## config.mk

```make
export PLATFORM = sky130hd
export DESIGN_NAME = sfifo_cmp_ctrl
export DESIGN_NICKNAME = d
export VERILOG_FILES = /design/src/rtl/sfifo_cmp_ctrl.sv
export SDC_FILE = /design/constraint.sdc
export NUM_CORES = 1
export LEC_CHECK = 0
export BUFFER_PORTS_ARGS = -buffer_cell sky130_fd_sc_hd__buf_2
export CORE_UTILIZATION = 33
export DETAILED_ROUTE_END_ITERATION = 6
export PLACE_DENSITY = 0.63
export SLEW_MARGIN = 20
export SYNTH_ARGS = -nofsm -noshare
export SYNTH_HDL_FRONTEND = slang
export SYNTH_SLANG_ARGS = --single-unit
```

## constraint.sdc

```tcl
create_clock -name clk -period 3.1 [get_ports clk]
set_clock_uncertainty 0.2 [all_clocks]
set_input_delay 0.465 -clock clk [delete_from_list [all_inputs] [get_ports clk]]
set_output_delay 0.465 -clock clk [all_outputs]
set_load 0.1 [all_outputs]
```

## src/rtl/sfifo_cmp_ctrl.sv

```systemverilog
// sfifo_cmp_ctrl: read/write pointer controller for a 2^ADDW-deep single-clock
// FIFO. Drives the RAM write strobe and both addresses. Keeps registered
// full/empty/threshold flags, a fill count, and sticky overflow/underflow flags.
module sfifo_cmp_ctrl #(
  parameter int unsigned ADDW      = 4,
  parameter int unsigned AFULL_TH  = 2,
  parameter int unsigned AEMPTY_TH = 2
) (
  input  logic            clk,
  input  logic            rst_n,
  input  logic            wr_en,
  input  logic            rd_en,
  input  logic            flush,
  input  logic            err_clr,
  output logic            mem_we,
  output logic [ADDW-1:0] waddr,
  output logic [ADDW-1:0] raddr,
  output logic            full,
  output logic            empty,
  output logic            afull,
  output logic            aempty,
  output logic [ADDW:0]   count,
  output logic            ovf,
  output logic            udf
);

  localparam logic [ADDW:0] DEPTH_C    = {1'b1, {ADDW{1'b0}}};
  localparam logic [ADDW:0] AFULL_LVL  = DEPTH_C - (ADDW+1)'(AFULL_TH);
  localparam logic [ADDW:0] AEMPTY_LVL = (ADDW+1)'(AEMPTY_TH);
  // Threshold flag values for an empty FIFO (count = 0)
  localparam logic          AFULL_RST  = (AFULL_LVL == '0);
  localparam logic          AEMPTY_RST = 1'b1;

  logic [ADDW-1:0] wptr_q, wptr_d;
  logic [ADDW-1:0] rptr_q, rptr_d;
  logic            dir_q, dir_d;
  logic [ADDW:0]   count_q, count_d;
  logic            full_q, full_d;
  logic            empty_q, empty_d;
  logic            afull_q, afull_d;
  logic            aempty_q, aempty_d;
  logic            ovf_q, ovf_d;
  logic            udf_q, udf_d;
  logic            wr_acc, rd_acc;

  // Next-state logic for pointers, direction, count, flags and sticky errors
  always_comb begin
    wr_acc  = wr_en & ~full_q;
    rd_acc  = rd_en & ~empty_q;
    wptr_d  = wptr_q;
    rptr_d  = rptr_q;
    dir_d   = dir_q;
    count_d = count_q;
    if (flush) begin
      wptr_d  = '0;
      rptr_d  = '0;
      dir_d   = 1'b0;
      count_d = '0;
    end else begin
      if (wr_acc) wptr_d = wptr_q + 1'b1;
      if (rd_acc) rptr_d = rptr_q + 1'b1;
      // dir records which side last caught up, so pointer equality
      // resolves to full (writer caught reader) or empty (reader caught writer)
      unique case ({wr_acc, rd_acc})
        2'b10: begin
          count_d = count_q + 1'b1;
          if (wptr_d == rptr_q) dir_d = 1'b1;
        end
        2'b01: begin
          count_d = count_q - 1'b1;
          if (rptr_d == wptr_q) dir_d = 1'b0;
        end
        default: ;
      endcase
    end
    full_d   = (wptr_d == rptr_d) & dir_d;
    empty_d  = (wptr_d == rptr_d) & ~dir_d;
    afull_d  = (count_d >= AFULL_LVL);
    aempty_d = (count_d <= AEMPTY_LVL);
    // Set wins over clear; a flush cycle never sets the error flags
    ovf_d    = (wr_en & full_q & ~flush) | (ovf_q & ~err_clr);
    udf_d    = (rd_en & empty_q & ~flush) | (udf_q & ~err_clr);
  end

  // State registers with synchronous active-low reset
  always_ff @(posedge clk) begin
    if (!rst_n) begin
      wptr_q   <= '0;
      rptr_q   <= '0;
      dir_q    <= 1'b0;
      count_q  <= '0;
      full_q   <= 1'b0;
      empty_q  <= 1'b1;
      afull_q  <= AFULL_RST;
      aempty_q <= AEMPTY_RST;
      ovf_q    <= 1'b0;
      udf_q    <= 1'b0;
    end else begin
      wptr_q   <= wptr_d;
      rptr_q   <= rptr_d;
      dir_q    <= dir_d;
      count_q  <= count_d;
      full_q   <= full_d;
      empty_q  <= empty_d;
      afull_q  <= afull_d;
      aempty_q <= aempty_d;
      ovf_q    <= ovf_d;
      udf_q    <= udf_d;
    end
  end

  assign mem_we = wr_en & ~full_q & ~flush & rst_n;
  assign waddr  = wptr_q;
  assign raddr  = rptr_q;
  assign full   = full_q;
  assign empty  = empty_q;
  assign afull  = afull_q;
  assign aempty = aempty_q;
  assign count  = count_q;
  assign ovf    = ovf_q;
  assign udf    = udf_q;

endmodule

```

== After elaboration in Yosys (flattened, before gate mapping) ==
Cells that the tools add are included.
Widths: inputs -> output; s select.

* Bits in registers: 20
* Input port bits: 6
* Output and inout port bits: 20

* Add/subtract/negate cells: 4
* Order comparisons: 2
* Equality and inequality tests: 5
* Mux-type cells: 12
* Bitwise logic cells: 19

{| class="wikitable"
|+ Operators by type and width
! kind !! count
|-
| $mux 4 || 6
|-
| $and 1x1->1 || 12
|-
| $eq 4x4->1 || 3
|-
| $pmux 5 s2 || 1
|-
| $add 4x1->4 const B || 2
|-
| $add 5x1->5 const B || 1
|-
| $ge 5x4->1 const B || 1
|-
| $le 5x2->1 const B || 1
|-
| $mux 5 || 1
|-
| $not 1->1 || 5
|-
| $sub 5x1->5 const B || 1
|-
| $mux 1 || 3
|-
| $eq 2x1->1 const B || 1
|-
| $eq 2x2->1 const B || 1
|-
| $or 1x1->1 || 2
|-
| $pmux 1 s2 || 1
|}

== Depth between registers and ports, before layout ==
Gate-level depths: netlist of run 1.

* Depth after elaboration: 10
* Gate-level depth with buffers: 13

== Least setup slack after synthesis of run 1 ==
No wires, ideal clock.

* Path type: register to register
* Start: reg empty_q (netlist: empty)
* End: reg aempty_q (netlist: aempty)
* Library setup time: 0.091 ns
* Arrival time: 2.891 ns
* Data required time: 2.809 ns
* Path slack: -0.082 ns
* Cell stages (with the launch flop): 13
* Buffers on the path: 2
* Period minus slack after synthesis: 3.182 ns
* Cell sequence: dfxtp_1 nor2b_1 buf_2 ha_1 clkbuf_1 xor2_1 ha_1 a21oi_1 xor2_1 nor2_1 xnor2_1 o22ai_1 a311oi_1

* Longest elaborated chain between the ends: 6
* Elaborated cells on any way between the ends: 7
* Classes of those cells: 1 x order compare; 2 x eq/ne; 2 x mux; 2 x bitwise

{| class="wikitable"
|+ Ends and longest elaborated chain
! item !! line !! RTL
|-
| start, declared || 39 || <nowiki>logic empty_q, empty_d;</nowiki>
|-
| start signal, assigned || 104 || <nowiki>empty_q <= empty_d;</nowiki>
|-
| $not 1->1 (*) || 49 || <nowiki>rd_acc = rd_en & ~empty_q;</nowiki>
|-
| $and 1x1->1 (*) || 49 ||
|-
| $eq 2x1->1 or $eq 2x2->1 (tied branches) || 64 || <nowiki>unique case ({wr_acc, rd_acc})</nowiki>
|-
| $pmux 5 s2 (*) || 64 ||
|-
| $mux 5 (*) || 54 || <nowiki>if (flush) begin</nowiki>
|-
| $le 5x2->1 (*) || 79 || <nowiki>aempty_d = (count_d <= AEMPTY_LVL);</nowiki>
|-
| end signal, assigned || 106 || <nowiki>aempty_q <= aempty_d;</nowiki>
|-
| end, declared || 41 || <nowiki>logic aempty_q, aempty_d;</nowiki>
|}

Mark *: on every way between the ends. The rest lies on a longest branch, timed or not.
A chain may end at the register's enable or synchronous reset.

== Final worst setup path of run 1 ==
* Start: reg full_q (netlist: full)
* End: reg aempty_q (netlist: aempty)

* Longest elaborated chain between the ends: 6
* Elaborated cells on any way between the ends: 7
* Classes of those cells: 1 x order compare; 2 x eq/ne; 2 x mux; 2 x bitwise

{| class="wikitable"
|+ Ends and longest elaborated chain
! item !! line !! RTL
|-
| start, declared || 38 || <nowiki>logic full_q, full_d;</nowiki>
|-
| start signal, assigned || 103 || <nowiki>full_q <= full_d;</nowiki>
|-
| $not 1->1 (*) || 48 || <nowiki>wr_acc = wr_en & ~full_q;</nowiki>
|-
| $and 1x1->1 (*) || 48 ||
|-
| $eq 2x1->1 or $eq 2x2->1 (tied branches) || 64 ||
|-
| $pmux 5 s2 (*) || 64 ||
|-
| $mux 5 (*) || 54 ||
|-
| $le 5x2->1 (*) || 79 ||
|}

Marks and branches as above.

==> run summary, run 1 <==
Postcts setup bufs = 0
Worst reg-to-reg path cell count = 11
Slew Limit Headroom = 0.6766
Clock-pin slew on the worst setup and hold paths = 120 ps
I/O Pins = 26
Initial drt markers = 58
Clock share of power = 0.279
HP Class = primary input to register
Distinct cells, synth = 43
Leakage = 0.6464 nW
ANT nets after route = 0
PD cells = 396.3 nW/um^2
FMAX = 401.6 MHz
Number of global-route vias before repair = 952
Synth Instances = 125
Total GRT Usage = 0.1383
Final setup fails = 0
Gate power share = 0.237
Total gr overflow = 0
First-pass GRT wire length = 4.195 mm
CTS tree = done
N_diodes = 0
Die width = 62.21 um
Clk_lat worst skew = 310 ps
Setup WS pre-CTS = 364.1 ps
Root Buffer = clkbuf_4
# nets final = 165
CTS Buf Count = 3
Seq/Total Area, Yosys = 0.3347
MaxCap Viol Count = 0
Crit path capture type = register
Synthesis-stage register bit count = 20
DPL Wire Length = 1.944 mm
Fraction of layout cells with a size suffix above 1 = 0.2961
Post-Syn Nets = 137
Cell Rows = 21
Crit path kind = register to register
CP required = 3120 ps
Initial cell density of the core = 0.3502
Clock buffer depth = 2
Critical Path Source Type = register
CTS Sinks = 20
# DRC = 0
Switching power = 183.5 uW
CORE AREA = 3416 um^2
Async S/R FF share, synth = 0
Via density = 4.828
Fin. Hold Viols = 0
PnR worst setup slack = 610.2 ps
Final GP Congestion = 0.8200
Period utilization = 0.8032
Synth Cell Area = 1196 um^2
Post-synth top flop = dfxtp_1
Total number of vias = 956
Drt total wl = 2.418 mm
Critical Path Fanout Max = 7
Hold Path Depth = 2
Largest net degree at the start of global routing = 16
Worst path arrival time = 2510 ps
Vert. Die Dim = 62.21 um
Max-slew violations = 0
CTS Hold Bufs = 0
Port buffer count = 25
# resized after CTS = 0
Routed WL per cell = 12.21 um
RSZ-0062 raised after global routing = no
Post-Syn Area per Cell = 9.569 um^2
Setup tns final = 0 ps
Reg-to-reg setup timing slack = 610 ps
Die Area = 3869 um^2
Sequential power share = 0.485
Drt pass-1 iters = 4
# H-tree levels = 1
Switching share of power = 0.3278
P_int = 376.3 uW
Status = completed
Synth-to-layout area growth = 18.10%
Fin crit period = 2490 ps
Antenna violations before repair = 0
Slew of the pin with the lowest slew margin = 488.4 ps
VDD IR max = 0.0002027 V
EDFF count, synth = 0
Yosys warns = 0
[power by group through the flow]
stage | Sequential, mW | Combinational, mW | Clock [mW]
floorplan | 0.320 | 0.0665 | 0
global placement | 0.277 | 0.132 | 0
detailed placement | 0.277 | 0.133 | 0
CTS | 0.271 | 0.133 | 0.162
global route | 0.273 | 0.142 | 0.171
finish | 0.271 | 0.133 | 0.156
[per-stage QoR]
step | instance area, um^2 | util | hold WS [ps] | std cells | total power, mW
after floorplan | 1199 | - | 384.4 | 125 | 0.3862
after global placement | 1376 | 0.4029 | 285.3 | 194 | 0.4086
after detailed placement | 1376 | 0.4029 | 307.4 | 194 | 0.4103
after CTS | 1413 | 0.4136 | 168.8 | 198 | 0.5670
after global routing | 1413 | 0.4136 | 162.5 | 198 | 0.5852
final | 1413 | 0.4136 | 173.8 | 198 | 0.5598
[cells in the mapped netlist, types with 2 or more instances]
cell / n / area share
dfxtp_1: 20 / 0.33
clkbuf_1: 3 / 0.0094
xor2_2: 2 / 0.027
inv_2: 2 / 0.0063
nor2_1: 15 / 0.047
xor2_1: 14 / 0.10
o22ai_1: 2 / 0.010
nor2b_1: 5 / 0.026
inv_1: 3 / 0.0094
xnor2_1: 9 / 0.066
nor3_1: 2 / 0.0084
mux2i_1: 2 / 0.017
nand3b_1: 2 / 0.013
nand4_1: 2 / 0.010
ha_1: 6 / 0.063
a21oi_1: 2 / 0.0084
nand2_1: 4 / 0.013
o21ai_0: 2 / 0.0084
nand3_1: 4 / 0.017
[routing by layer]
| layer | share of wire | vias to the layer above | routed length [um] | global-route usage |
|---|---|---|---|---|
| met5 | 0 | - | 0 | 0 |
| met4 | 0.0087 | 0 | 21 | 0.03488 |
| met3 | 0.050 | 4 | 120 | 0.04044 |
| met2 | 0.51 | 32 | 1228 | 0.2610 |
| met1 | 0.43 | 437 | 1048 | 0.1490 |
| li1 | - | 483 | - | - |
[flip-flops by register name, indices dropped and copies added, names as in the netlist]
register  flops
aempty        1
empty         1
waddr         4
afull         1
dir_q         1
raddr         4
udf           1
count         5
ovf           1
full          1
[worst max-delay path, stage by stage, from the launching register on]
cell and delay (ps):
dfxtp_2 370, nor2b_4 120, inv_2 60, ha_1 260, xor2_1 190, ha_1 220
a21oi_1 150, xor2_1 150, nor2_1 60, xnor2_1 230, o22ai_1 110, a311oi_1 270
[layout make-up]
| type | count | area (um^2) |
|---|---|---|
| Fill cell | 346 | 2003 |
| Sequential cell | 20 | 402.9 |
| Tap cell | 46 | 57.56 |
| Inverter | 5 | 18.77 |
| Multi-Input combinational cell | 95 | 749.5 |
| Clock buffer | 4 | 36.28 |
| Timing Repair Buffer | 28 | 147.6 |
[cells in the final DEF (no fill, tap or decap), types with 3 or more instances in the layout]
cell      count
buf_2        25
dfxtp_1      18
nor2_1       15
xor2_1       14
xnor2_1       9
ha_1          6
nor2b_1       5
nand2_1       4
nand3_1       4
inv_1         3
clkbuf_4      3
buf_4         3
[path summary, 6_finish.rpt]
kind	startpoint	endpoint
setup / recovery	full$_SDFF_PN0_	aempty$_SDFF_PN1_
hold / removal	flush	full$_SDFF_PN0_
setup reg to reg	full$_SDFF_PN0_	aempty$_SDFF_PN1_
hold reg to reg	ovf$_SDFF_PN0_	ovf$_SDFF_PN0_
[cells by family after synthesis]
kind of cell | count (synthesis) | synth area share
simple gates | 42 | 0.2008
xor+xnor | 26 | 0.2092
flops | 20 | 0.3347
compound gates | 17 | 0.1088
buf+inv | 10 | 0.03870
fa+ha+maj | 6 | 0.06276
mux | 4 | 0.04498
Note: power is estimated with default switching activity, not from simulation.
==> run 2, diff against run 1 <==
Clock period 3.1 ns to 2.6 ns, I/O delays scaled along.
==> run 2 against run 1 <==
Non-clock buffer count rose by 1. Sequential share of layout area up 0.18 points. Worst hold slack worse by 76 ps. First-iteration DRC count shrank 22%. Worst setup slack lost 320 ps. Count of clock-buffer cells in the layout fell by 1. Die area stayed put. Critical path depth did not move. Clock power about the same. Critical endpoint unchanged. Highest routed layer unchanged.
==> run summary, run 2 (synthesis results as in run 1) <==
CTS Buf Count = 3 (unchanged)
Status = completed
Worst Hold Endpoint = full$_SDFF_PN0_
ANT nets after route = 0 (unchanged)
Period utilization = 0.8868 (+0.08361)
Min-delay src = flush
Fin crit period = 2306 ps (-184.2 ps)
Commonest non-fill, non-tap cells in the layout = buf_2 (25), dfxtp_1 (16), xor2_1 (14), nor2_1 (14), xnor2_1 (8)
Power Total = 638.6 uW (+14%)
Slew Limit Headroom = 0.6770 (about the same)
Antenna violations before repair = 0 (unchanged)
PD cells = 446.5 nW/um^2 (+13%)
R2R Path End = aempty$_SDFF_PN1_
Worst path arrival time = 2340 ps (-170 ps)
Crit path kind = register to register
Top layer in use = met4
HP Class = primary input to register
CTS Sinks = 20 (unchanged)
Crit path capture type = register
Most common library cell in the layout ignoring fill and taps = buf_2
Total gr overflow = 0 (unchanged)
Initial drt markers = 45 (-22%)
WL met3 = 103 um (-14%)
Clock-pin slew on the worst setup and hold paths = 110 ps (about the same)
Port buffer count = 25 (unchanged)
Cell Rows = 21 (unchanged)
Total number of vias = 936 (-2.1%)
Wl on met1 = 1.103 mm (+5.2%)
Critical Path Fanout Max = 4 (-3)
Clock buffer depth = 2 (unchanged)
Reg-to-reg setup timing slack = 290 ps (-320 ps)
Synth-to-layout area growth = 19.56%
Slew of the pin with the lowest slew margin = 487.9 ps (-0.5382 ps)
Vert. Die Dim = 62.21 um (unchanged)
Largest net degree at the start of global routing = 16 (unchanged)
VDD IR max = 0.0002301 V (+13%)
Via density = 4.704 (-2.6%)
CTS tree = done
FMAX = 433.7 MHz (+8.0%)
Clk_lat worst skew = 310 ps (about the same)
Fin. Hold Viols = 0 (unchanged)
Critical Path Source Type = register
Hold Path Depth = 2 (unchanged)
Routed WL per cell = 12.13 um (-0.67%)
Drt pass-1 iters = 3 (-1)
Drt total wl = 2.414 mm (-0.17%)
Final GP Congestion = 0.7726 (-5.8%)
I/O Pins = 26 (unchanged)
CP required = 2630 ps (-490 ps)
Root Buffer = clkbuf_4
Fin util = 0.4187 (+0.005128)
DPL Wire Length = 1.913 mm (-1.6%)
Die width = 62.21 um (unchanged)
Total GRT Usage = 0.1341 (-0.004169)
Number of global-route vias before repair = 927 (-2.6%)
Initial cell density of the core = 0.3502 (unchanged)
CTS Hold Bufs = 0 (unchanged)
Max-slew violations = 0 (unchanged)
MaxCap Viol Count = 0 (unchanged)
Leakage = 0.6457 nW (about the same)
CORE AREA = 3416 um^2 (unchanged)
Worst reg-to-reg path cell count = 11 (unchanged)
Die Area = 3869 um^2 (unchanged)
Final setup fails = 0 (unchanged)
First-pass GRT wire length = 4.126 mm (-1.6%)
Reg2reg start = full$_SDFF_PN0_
Met2 routed WL = 1.193 mm (-2.9%)
Max FFs per register = 5 (unchanged)
# nets final = 166 (+0.61%)
# H-tree levels = 1 (unchanged)
N_diodes = 0 (unchanged)
RSZ-0062 raised after global routing = no
# DRC = 0 (unchanged)
Fraction of layout cells with a size suffix above 1 = 0.3268 (+0.03074)
-- run 2: area by class of cell --
type	count	area, um^2
multi-input cells	95	762.0
well taps	46	57.56
clock inverters	1	3.754
repair buffers	29	155.1
fillers	356	1986
clock buffers	3	22.52
flip-flops and latches	20	410.4
inverters	5	18.77
-- run 2: critical path, stage by stage, from the launching register on --
cell      delay, ps
dfxtp_4         380
nor2b_4         120
inv_2            60
ha_1            200
xor2_1          170
ha_2            200
a21oi_1         150
xor2_1          150
nor2_1           80
xnor2_2         190
o22ai_1         100
a311oi_1        230
-- run 2: layer usage --
metal | track usage | vias up
met4 | 0.02035 | 0
met1 | 0.1606 | 431
met5 | 0 | -
met3 | 0.04044 | 3
li1 | - | 483
met2 | 0.2390 | 19
-- run 2: worst max path at each step --
stage | startpoint | end | slack, ps | depth (start not counted)
final | full$_SDFF_PN0_ | aempty$_SDFF_PN1_ | 290 | 11
after global routing | full$_SDFF_PN0_ | aempty$_SDFF_PN1_ | 90 | 11
after CTS | full$_SDFF_PN0_ | aempty$_SDFF_PN1_ | 220 | 11
after detailed placement | wr_en | aempty$_SDFF_PN1_ | 60 | 12
after global placement | wr_en | aempty$_SDFF_PN1_ | 160 | 12
after floorplan | empty$_SDFF_PN1_ | aempty$_SDFF_PN1_ | -60 | 12
-- run 2: report_power, final --
group	total, mW	switching, mW	internal, mW
Clock	0.156	0.0995	0.0562
Sequential	0.322	0.00913	0.313
Combinational	0.160	0.111	0.0499
Total	0.639	0.219	0.419
-- run 2: repair_timing --
action                                 4_1_cts  5_1_grt
buffers inserted                             0        0
setup endpoints to repair                    0        1
gates resized for setup                      0        1
endpoints found under the hold margin        0        0
-- run 2: stage by stage --
stage	setup TNS (ps)	cells	hold slack, ps	setup slack, ps	instance area, um^2
after floorplan	-66.53	125	309.4	-62.45	1212
after global placement	0	195	284.5	160.3	1396
after detailed placement	0	195	320.0	55.16	1396
after CTS	0	199	94.74	217.6	1423
after global routing	0	199	94.96	94.62	1430
final	0	199	98.19	294.4	1430
==> run 3, diff against run 2 <==
Settings changed: ABC_AREA set to 1, HOLD_SLACK_MARGIN set to 0.02.
==> run 3 against run 2 <==
Highest routed layer unchanged. Worst hold slack gained 100 ps. Critical endpoint unchanged. Largest cell class unchanged. Power grew 21%. Utilization fell by 0.18 points. Area after synthesis is 7.5% higher. Die area up 7.3%.
==> run summary, run 3 <==
Buf/Inv on CP = 2 (+1)
N_diodes = 0 (unchanged)
Number of global-route vias before repair = 1,132 (+22%)
Placed Instance Area = 1483 um^2 (+6.2%)
Fill count = 415 (+17%)
Hold slack = 203.0 ps (+104.8 ps)
Placed Cells = 270 (+38%)
Critical path, cell by cell = inv_2, nand2_2, ha_1, nand2_1, inv_1, nor2_1, ha_1, a21o_1, nand3_1, nand2_1, nand2_1, nand3_2, nand2_1, nand2_1, nor2_2, nor2_1
R2R Path End = aempty$_SDFF_PN1_
Fin util = 0.4169 (-0.001788)
EDFF count, synth = 0 (unchanged)
PD cells = 503.2 nW/um^2 (+13%)
Clock-pin slew on the worst setup and hold paths = 80 ps (-30 ps)
Routed WL per cell = 10.78 um (-11%)
RSZ-0062 raised after global routing = no
Worst reg-to-reg path cell count = 16 (+5)
Clk_lat worst skew = 260 ps (-50 ps)
Die Area = 4151 um^2 (+7.3%)
# nets final = 239 (+44%)
Switching power = 273.9 uW (+25%)
Setup WS pre-CTS = 122.6 ps (+67.40 ps)
Max FFs per register = 5 (unchanged)
Critical Path Fanout Max = 7 (+3)
Slowest-stage cell, CP = dfxtp_2
Commonest non-fill, non-tap cells in the layout = nand2_1 (51), nor2_1 (28), buf_2 (25), inv_1 (24), nand3_1 (22)
Worst Hold Endpoint = ovf$_SDFF_PN0_
Async S/R FF share, synth = 0 (unchanged)
CTS Buf Count = 3 (unchanged)
Initial cell density of the core = 0.3487 (-0.001472)
Slew Limit Headroom = 0.6760 (-0.0009840)
Crit path capture type = register
Area leader, netlist = dfxtp_1
Gate power share = 0.263 (+0.012)
CP required = 2560 ps (-70 ps)
Reg2reg start = full$_SDFF_PN0_
Clock share of power = 0.312 (+0.068)
Setup tns final = 0 ps (unchanged)
ANT nets after route = 0 (unchanged)
Post-synth top area share = 0.3113 (-0.02344)
Synth-to-layout area growth = 19.55% (about the same)
Post-route design area = 1538 um^2 (+7.5%)
Yosys warns = 0 (unchanged)
Slew of the pin with the lowest slew margin = 489.4 ps (+1.487 ps)
Period utilization = 0.8841 (-0.002648)
Antenna violations before repair = 0 (unchanged)
PnR worst setup slack = 301.3 ps (+6.886 ps)
Status = completed
CTS Sinks = 20 (unchanged)
Power Total = 773.8 uW (+21%)
Post-Syn Nets = 209 (+53%)
Hold Path Depth = 4 (+2)
P_int = 499.9 uW (+19%)
Synth Cell Area = 1286 um^2 (+7.5%)
Synth Instances = 197 (+58%)
Ranking of synthesized cells by area = dfxtp_1 (31%), nand2_1 (15%), nand3_1 (8.6%)
# H-tree levels = 1 (unchanged)
Crit path kind = register to register
Count leader, synth = nand2_1
Final setup fails = 0 (unchanged)
Post-synth top flop = dfxtp_1
Post-Syn Area per Cell = 6.529 um^2 (-32%)
Via density = 4.617 (-1.8%)
Critical Path Source Type = register
Fraction of layout cells with a size suffix above 1 = 0.2212 (-0.1056)
Min-delay src = err_clr
Sequential power share = 0.425 (-0.080)
I/O Pins = 26 (unchanged)
Post-synth top cells = nand2_1 (51), nor2_1 (29), inv_1 (24), nand3_1 (22), dfxtp_1 (20)
Non-Filler Instances = 274 (+38%)
Port buffer count = 25 (unchanged)
# DRC = 0 (unchanged)
Final GP Congestion = 0.8364 (+8.3%)
Clock buffer depth = 2 (unchanged)
Reg-to-reg setup timing slack = 300 ps (about the same)
Postcts setup bufs = 0 (unchanged)
CP peak stage delay = 360 ps (-20 ps)
DPL Wire Length = 2.387 mm (+25%)
Most common library cell in the layout ignoring fill and taps = nand2_1
MaxCap Viol Count = 0 (unchanged)
Vert. Die Dim = 64.43 um (+3.6%)
Leakage = 0.8099 nW (+25%)
Switching share of power = 0.3539 (+0.01068)
VDD IR max = 0.0003945 V (+71%)
Initial drt markers = 46 (+2.2%)
Total GRT Usage = 0.1571 (+0.02294)
HP Class = primary input to register
Drt pass-1 iters = 4 (+1)
Seq/Total Area, Yosys = 0.3113 (-0.02344)
Die width = 64.43 um (+3.6%)
Fin. Hold Viols = 0 (unchanged)
Drt total wl = 2.954 mm (+22%)
Cell Rows = 22 (+4.8%)
Fin crit period = 2299 ps (-6.886 ps)
Total number of vias = 1,265 (+35%)
Root Buffer = clkbuf_8
Most frequent CP cell = nand2_1
Top Family by Delay on Critical Path = simple AND/OR/NAND/NOR gates
CORE AREA = 3689 um^2 (+8.0%)
CTS tree = done
# resized after CTS = 0 (unchanged)
Synthesis-stage register bit count = 20 (unchanged)
CTS Hold Bufs = 0 (unchanged)
First-pass GRT wire length = 5.064 mm (+23%)
Distinct cells, synth = 24 (-44%)
Worst path arrival time = 2260 ps (-80 ps)
Max-slew violations = 0 (unchanged)
Total gr overflow = 0 (unchanged)
Largest net degree at the start of global routing = 12 (-4)
FMAX = 435.0 MHz (+0.30%)
-- run 3: cell count changes after synthesis, sizes merged, moves of 3 or more --
cell	previous run	this run
inv	5	27
mux2i	3	0
nand2	4	53
nand3	4	25
nor2	15	37
nor2b	6	0
xnor2	10	3
xor2	16	2
-- run 3: final cells by class --
class / instances / area [um^2] / share of cell area
multi-input cells: 148 / 778.2 / 0.5061
flip-flops and latches: 20 / 402.9 / 0.2620
repair buffers: 27 / 140.1 / 0.09113
inverters: 27 / 101.3 / 0.06591
well taps: 48 / 60.06 / 0.03906
clock buffers: 4 / 55.05 / 0.03580
-- run 3: how the worst max path moves through the flow --
stage	start	to	slack (ps)	cells past startpoint
final	full$_SDFF_PN0_	aempty$_SDFF_PN1_	300	16
after floorplan	full$_SDFF_PN0_	aempty$_SDFF_PN1_	40	16
after detailed placement	rd_en	aempty$_SDFF_PN1_	120	17
after CTS	full$_SDFF_PN0_	aempty$_SDFF_PN1_	320	16
after global placement	rd_en	aempty$_SDFF_PN1_	210	17
after global routing	full$_SDFF_PN0_	aempty$_SDFF_PN1_	90	16
-- run 3: kinds of logic (layout without fill, tap and decap cells) --
kind of cell | count (synthesis) | in the layout | synth area share
AO/OA/AOI/OAI | 12 | 12 | 0.05640
flip-flops | 20 | 20 | 0.3113
XOR/XNOR | 6 | 6 | 0.05156
AND/OR/NAND/NOR | 124 | 124 | 0.4368
buffers and inverters | 29 | 58 | 0.08560
adder cells (fa/ha/maj) | 6 | 6 | 0.05836
-- run 3: power groups by stage --
stage	combinational [mW]	clock [mW]	sequential (mW)
finish	0.204	0.241	0.329
global route	0.222	0.265	0.331
CTS	0.205	0.253	0.329
detailed placement	0.204	0	0.336
global placement	0.204	0	0.336
floorplan	0.0844	0	0.413
-- run 3: routing by layer --
| metal | GRT usage | vias up | wire length [um] |
|---|---|---|---|
| met5 | 0 | - | 0 |
| met4 | 0.05556 | 0 | 22 |
| met3 | 0.03873 | 2 | 95 |
| met2 | 0.2500 | 17 | 1361 |
| met1 | 0.2047 | 564 | 1474 |
| li1 | - | 682 | - |
-- run 3: tightest hold or removal path: stages --
cell and delay (ps):
buf_2 80, inv_1 40, nand3_1 60, o31ai_1 60
